## src/rtl/adc_ring_writer.sv

```systemverilog
// ADC sample ring writer: buffers incoming samples in a small FIFO and streams them
// into a circular word region of memory through a req/busy handshake.
module adc_ring_writer #(
  parameter logic [25:0] BASE_ADDR  = 26'h0000000,
  parameter int unsigned RING_WORDS = 1048576,
  parameter int unsigned FIFO_DEPTH = 16
) (
  input  logic                          clk,
  input  logic                          reset,
  input  logic                          enable,
  input  logic                          sample_valid,
  input  logic [31:0]                   sample_data,
  input  logic                          ptr_clear,
  input  logic                          clear_overflow,
  output logic                          memory_read_req,
  output logic                          memory_write_req,
  output logic [25:0]                   memory_addr,
  output logic [31:0]                   memory_data_write,
  input  logic                          memory_busy,
  output logic [25:0]                   wr_offset,
  output logic [$clog2(FIFO_DEPTH):0]   fifo_level,
  output logic                          overflow,
  output logic [15:0]                   drop_count
);

  localparam int unsigned AW       = (FIFO_DEPTH > 1) ? $clog2(FIFO_DEPTH) : 1;
  localparam int unsigned LW       = $clog2(FIFO_DEPTH) + 1;
  localparam logic [LW-1:0] LVL_FULL = LW'(FIFO_DEPTH);
  localparam logic [25:0]   OFF_LAST = 26'(RING_WORDS - 1);

  typedef enum logic [1:0] {
    IDLE      = 2'd0,
    REQ       = 2'd1,
    WAIT_DONE = 2'd2
  } state_e;

  state_e          state_q, state_d;
  logic [AW-1:0]   wr_ptr_q, wr_ptr_d;
  logic [AW-1:0]   rd_ptr_q, rd_ptr_d;
  logic [LW-1:0]   level_q, level_d;
  logic [25:0]     offset_q, offset_d;
  logic            clr_pend_q, clr_pend_d;
  logic            req_q, req_d;
  logic [25:0]     addr_q, addr_d;
  logic [31:0]     data_q, data_d;
  logic            ovf_q, ovf_d;
  logic [15:0]     drop_q, drop_d;
  logic [31:0]     mem_q [FIFO_DEPTH];

  logic            full_c;
  logic            push_c;
  logic            drop_c;
  logic            pop_c;

  // Next-state, FIFO bookkeeping and registered output values
  always_comb begin
    state_d    = state_q;
    wr_ptr_d   = wr_ptr_q;
    rd_ptr_d   = rd_ptr_q;
    level_d    = level_q;
    offset_d   = offset_q;
    clr_pend_d = clr_pend_q;
    req_d      = req_q;
    addr_d     = addr_q;
    data_d     = data_q;
    ovf_d      = ovf_q;
    drop_d     = drop_q;
    pop_c      = 1'b0;

    // Full is judged on the registered level, so a same-cycle pop never frees room
    full_c = (level_q == LVL_FULL);
    push_c = enable && sample_valid && !full_c;
    drop_c = enable && sample_valid && full_c;

    case (state_q)
      IDLE: begin
        if (ptr_clear) begin
          offset_d = 26'd0;
        end
        if ((level_q != '0) && !memory_busy) begin
          state_d = REQ;
          req_d   = 1'b1;
          addr_d  = BASE_ADDR + (ptr_clear ? 26'd0 : offset_q);
          data_d  = mem_q[rd_ptr_q];
        end
      end
      REQ: begin
        if (ptr_clear) begin
          clr_pend_d = 1'b1;
        end
        if (memory_busy) begin
          state_d = WAIT_DONE;
          req_d   = 1'b0;
        end
      end
      WAIT_DONE: begin
        if (ptr_clear) begin
          clr_pend_d = 1'b1;
        end
        if (!memory_busy) begin
          pop_c      = 1'b1;
          state_d    = IDLE;
          clr_pend_d = 1'b0;
          // A pending clear supersedes the advance for the word just completed
          if (clr_pend_q || ptr_clear) begin
            offset_d = 26'd0;
          end else if (offset_q == OFF_LAST) begin
            offset_d = 26'd0;
          end else begin
            offset_d = offset_q + 26'd1;
          end
        end
      end
      default: begin
        state_d = IDLE;
        req_d   = 1'b0;
      end
    endcase

    if (push_c) begin
      wr_ptr_d = wr_ptr_q + AW'(1);
    end
    if (pop_c) begin
      rd_ptr_d = rd_ptr_q + AW'(1);
    end
    case ({push_c, pop_c})
      2'b10:   level_d = level_q + LW'(1);
      2'b01:   level_d = level_q - LW'(1);
      default: level_d = level_q;
    endcase

    // A drop in the same cycle as clear_overflow restarts the count at one
    if (drop_c) begin
      ovf_d = 1'b1;
      if (clear_overflow) begin
        drop_d = 16'd1;
      end else if (drop_q != 16'hFFFF) begin
        drop_d = drop_q + 16'd1;
      end
    end else if (clear_overflow) begin
      ovf_d  = 1'b0;
      drop_d = 16'd0;
    end
  end

  always_ff @(posedge clk or negedge reset) begin
    if (!reset) begin
      state_q    <= IDLE;
      wr_ptr_q   <= '0;
      rd_ptr_q   <= '0;
      level_q    <= '0;
      offset_q   <= 26'd0;
      clr_pend_q <= 1'b0;
      req_q      <= 1'b0;
      addr_q     <= 26'd0;
      data_q     <= 32'd0;
      ovf_q      <= 1'b0;
      drop_q     <= 16'd0;
    end else begin
      state_q    <= state_d;
      wr_ptr_q   <= wr_ptr_d;
      rd_ptr_q   <= rd_ptr_d;
      level_q    <= level_d;
      offset_q   <= offset_d;
      clr_pend_q <= clr_pend_d;
      req_q      <= req_d;
      addr_q     <= addr_d;
      data_q     <= data_d;
      ovf_q      <= ovf_d;
      drop_q     <= drop_d;
    end
  end

  // Sample storage needs no reset; occupancy is tracked by the pointers
  always_ff @(posedge clk) begin
    if (push_c) begin
      mem_q[wr_ptr_q] <= sample_data;
    end
  end

  assign memory_read_req   = 1'b0;
  assign memory_write_req  = req_q;
  assign memory_addr       = addr_q;
  assign memory_data_write = data_q;
  assign wr_offset         = offset_q;
  assign fifo_level        = level_q;
  assign overflow          = ovf_q;
  assign drop_count        = drop_q;

endmodule

```

## config.mk

```make
export PLATFORM = sky130hd
export DESIGN_NAME = adc_ring_writer
export DESIGN_NICKNAME = d
export VERILOG_FILES = /design/src/rtl/adc_ring_writer.sv
export SDC_FILE = /design/constraint.sdc
export NUM_CORES = 1
export LEC_CHECK = 0
export ABC_AREA = 1
export CAP_MARGIN = 20
export CORE_MARGIN = 2
export CORE_UTILIZATION = 60
export CTS_BUF_LIST = sky130_fd_sc_hd__clkbuf_4 sky130_fd_sc_hd__clkbuf_8 sky130_fd_sc_hd__clkbuf_16
export DETAILED_ROUTE_END_ITERATION = 10
export GPL_TIMING_DRIVEN = 0
export PLACE_DENSITY = 0.8
export SLEW_MARGIN = 20
export SYNTH_ARGS = -nofsm -noshare
export SYNTH_HDL_FRONTEND = slang
export SYNTH_SLANG_ARGS = --single-unit
export TNS_END_PERCENT = 10
```

## constraint.sdc

```tcl
create_clock -name clk -period 3.9 [get_ports clk]
set_input_delay 0.585 -clock clk [delete_from_list [all_inputs] [get_ports clk]]
set_output_delay 0.585 -clock clk [all_outputs]
set_load 0.02 [all_outputs]
```

==> impl_results.md, run 1 <==
* Status: finished clean
* Avg Cell Area, Syn at 11.2 um^2
* Placer Congestion at 0.903
* Leak at 11.9 nW
* Global-route usage over all layers at 0.313
* Worst Skew at 23.0 ps
* Total wire length at 72.7 mm
* Die area at 46300 um^2
* CTS tree: yes
* TritonCTS buffer count at 60
* Max-Cap Viols at 0
* FF+latch count, synth at 630
* PwrDens at 752 nW/um^2
* DR vias/cell at 6.04
* Clock buffer depth at 3
* Final Hold Fails at 0
* CTS Sinks at 630
* Fill cell count at 2944
* Via count at 19700
* Top Ports at 147
* Fin Setup TNS at 0 ps
* Core footprint at 44100 um^2
* Worst Tran Pin Value at 939 ps
* Post-Syn Instances at 2397
* Nets@finish at 2676
* DR pass1 iterations at 6
* Period utilization at 0.851
* Register area share after synthesis at 0.685
* Row Count at 77
* Clock power frac at 0.247
* IO buf count at 145
* Switching pwr at 9.26 mW
* DIE WIDTH at 215 um
* Total Power at 23.7 mW
* Routed Antenna Nets at 0
* Switching Share at 0.390
* R2r endpoint: fifo_level[4]$_DFFE_PN0P_
* Worst-case reg-to-reg path depth at 15
* CP endpoint: fifo_level[4]$_DFFE_PN0P_
* Initial antenna violation count at 2
* Clk slew on worst S/H paths at 60 ps
* Clock network latency to the later pin of the worst-skew pair at 630 ps
* Post-layout util at 0.716
* RSZ-0062 raised after global routing: no
* Setup-failing EPs final at 0
* Peak Freq at 301 MHz
* Comb pwr share at 0.386
* Sequential power share at 0.367
* Syn nets at 2450
* Yosys warning total at 0
* Post-route setup slack at 583 ps
* Die height at 215 um
* Initial Utilization at 0.607
* # hold bufs at CTS at 1
* RR Startpoint: state_q[0]$_DFFE_PN0P_
* Post-cts resize count at 0
* Fraction of layout cells with a size suffix above 1 at 0.112
* Hold Crit Class: input port to asynchronous set/reset pin
* Req. time, crit path at 4460 ps
* Area Overhead vs Synth at 18.0%
* WL per Instance at 22.3 um
* Worst vdd ir at 0.444 mV
* Internal Power at 14.5 mW
* Worst Setup Start Kind: register
* CP Class: register to register
* Max FO, Critical Path at 10
* Async SR Flop Fraction at 0.187
* CTS root buffer: clkbuf_16
* Post-CTS Setup Repair Bufs at 0
* R2r setup slk at 580 ps
* DP Area at 29600 um^2
* Max-slew violation count at 0
* Number of global-route vias before repair at 19600
* Drt drc at 0
* Crit. End Element: register
* Max-slew headroom at 0.372
* CTS H-tree lvls at 2
* Worst setup path startpoint: state_q[0]$_DFFE_PN0P_
* Netlist cell types at 47
* Global-route wire length before repair at 111 mm
* Final Cell Area at 31600 um^2
* Placement Setup Slack at 583 ps
* Worst Path Arrival at 3880 ps
* Synth Flop Type: edfxtp_1
* Crit path time final at 3320 ps
* Largest net degree at the start of global routing at 93
* Synthesized cell area at 26800 um^2
* Iter 0 DRT Violations at 2772
* Number of enable flip-flop cells after synthesis at 512
* Total grt overflow at 0
* DPL Wire Length at 47.8 mm
[power groups by stage]
stage,registers [mW],logic (mW),clock network [mW]
floorplan,9.24,4.90,0
global placement,8.82,8.41,0
detailed placement,8.83,8.89,0
CTS,8.70,9.00,5.86
global route,8.80,9.83,6.12
finish,8.72,9.17,5.86
[critical path, stage by stage, from the launching register on]
cell	delay (ps)
dfrtp_1	410
inv_1	110
ha_1	250
inv_2	140
nor2_1	730
ha_1	290
buf_2	190
xor2_1	240
ha_1	180
inv_1	40
nand2_1	80
nand2_1	70
o21ai_0	220
xor2_1	170
nand2_1	60
nand2_1	60
[placed cells by master, fill, tap and decap left out, types with 23 or more instances in the layout]
cell and count:
nor2_4 24, nand3_1 170, clkbuf_1 45, o21ai_0 164
a21boi_0 24, nand2_1 625, dfrtp_1 118, nor2_1 225
a31oi_1 26, edfxtp_1 512, clkdlybuf4s50_1 144, buf_4 23
clkbuf_16 61, buf_2 46, inv_1 87, o22ai_1 49
a21oi_1 85
[through the flow]
step           hold slack (ps)  std cells
5_1_grt                    430       3265
4_1_cts                    403       3263
3_5_place_dp               463       3152
2_1_floorplan              289       2397
3_3_place_gp               458       3134
6_report                   415       3265
[routing by layer]
metal	global-route usage	up-vias	part of all wire
li1	-	8766	-
met1	0.404	9413	0.37
met2	0.516	1304	0.48
met3	0.0580	227	0.11
met4	0.151	0	0.042
met5	0	-	0
[cell families (layout without fill, tap and decap cells)]
| logic type | count (synthesis) | after routing | share of synthesized area |
|---|---|---|---|
| xor gates and xnor gates | 22 | 22 | 0.00776 |
| adders and majority gates | 14 | 14 | 0.00654 |
| other | 1 | 3 | 0.000140 |
| buffers and inverters | 227 | 501 | 0.0395 |
| DFF | 630 | 630 | 0.685 |
| and+or+nand+nor | 1105 | 1105 | 0.176 |
| AOI/OAI and AO/OA | 398 | 398 | 0.0858 |
[synthesized netlist by cell type (10+ instances only)]
library cell | instances | area share
dfrtp_1 | 118 | 0.11
nand2_1 | 625 | 0.088
a21oi_1 | 85 | 0.016
ha_1 | 14 | 0.0065
nand4_1 | 12 | 0.0028
nand3_1 | 170 | 0.032
nor2_1 | 241 | 0.034
o22ai_1 | 49 | 0.011
edfxtp_1 | 512 | 0.57
o21ai_0 | 164 | 0.031
inv_1 | 87 | 0.012
xor2_1 | 17 | 0.0056
o31ai_1 | 16 | 0.0045
a21oi_2 | 17 | 0.0056
a21boi_0 | 24 | 0.0067
inv_2 | 10 | 0.0014
a31oi_1 | 26 | 0.0061
buf_4 | 23 | 0.0065
buf_2 | 46 | 0.0086
clkbuf_1 | 45 | 0.0063
nand3_2 | 11 | 0.0041
nand2_2 | 16 | 0.0037
[sequential cells by signal, indices dropped and copies added, names as in the netlist]
register and count:
drop_count 16, overflow 1, memory_data_write 32, memory_addr 26, wr_offset 26, mem_q 512, fifo_level 5, rd_ptr_q 4
memory_write_req 1, clr_pend_q 1, wr_ptr_q 4, state_q 2
[worst min-delay path by stage]
stage / startpoint / to / slack, ps / cells past startpoint
floorplan: reset / clr_pend_q$_DFFE_PN0P_ / 290 / 0
global placement: memory_addr[9]$_DFFE_PN0P_ / memory_addr[9]$_DFFE_PN0P_ / 460 / 2
detailed placement: reset / drop_count[14]$_DFFE_PN0P_ / 460 / 1
CTS: reset / memory_data_write[13]$_DFFE_PN0P_ / 400 / 2
global route: reset / memory_data_write[17]$_DFFE_PN0P_ / 430 / 2
finish: reset / memory_data_write[17]$_DFFE_PN0P_ / 410 / 2
[area by class of cell]
class / instances / area (um^2) / share of cell area
Clock buffer: 92 / 1820 / 0.0575
Clock inverter: 18 / 176 / 0.00559
Buffer: 130 / 693 / 0.0219
Multi-Input combinational cell: 1540 / 7500 / 0.238
Timing Repair Buffer: 164 / 1950 / 0.0619
Tap cell: 592 / 741 / 0.0235
Sequential cell: 630 / 18300 / 0.580
Inverter: 97 / 364 / 0.0115
Antenna cell: 2 / 5.00 / 0.000158
Note: power is estimated with default switching activity, not from simulation.
==> run 2, diff against run 1 <==
--- a/config.mk
+++ b/config.mk
@@ -13,6 +13,7 @@
 export DETAILED_ROUTE_END_ITERATION = 10
 export GPL_TIMING_DRIVEN = 0
 export PLACE_DENSITY = 0.8
+export SETUP_SLACK_MARGIN = 0.15
 export SLEW_MARGIN = 20
 export SYNTH_ARGS = -nofsm -noshare
 export SYNTH_HDL_FRONTEND = slang
==> results of run 2 <==
Same layout as run 1: the final DEF is identical, and so are final timing and power.
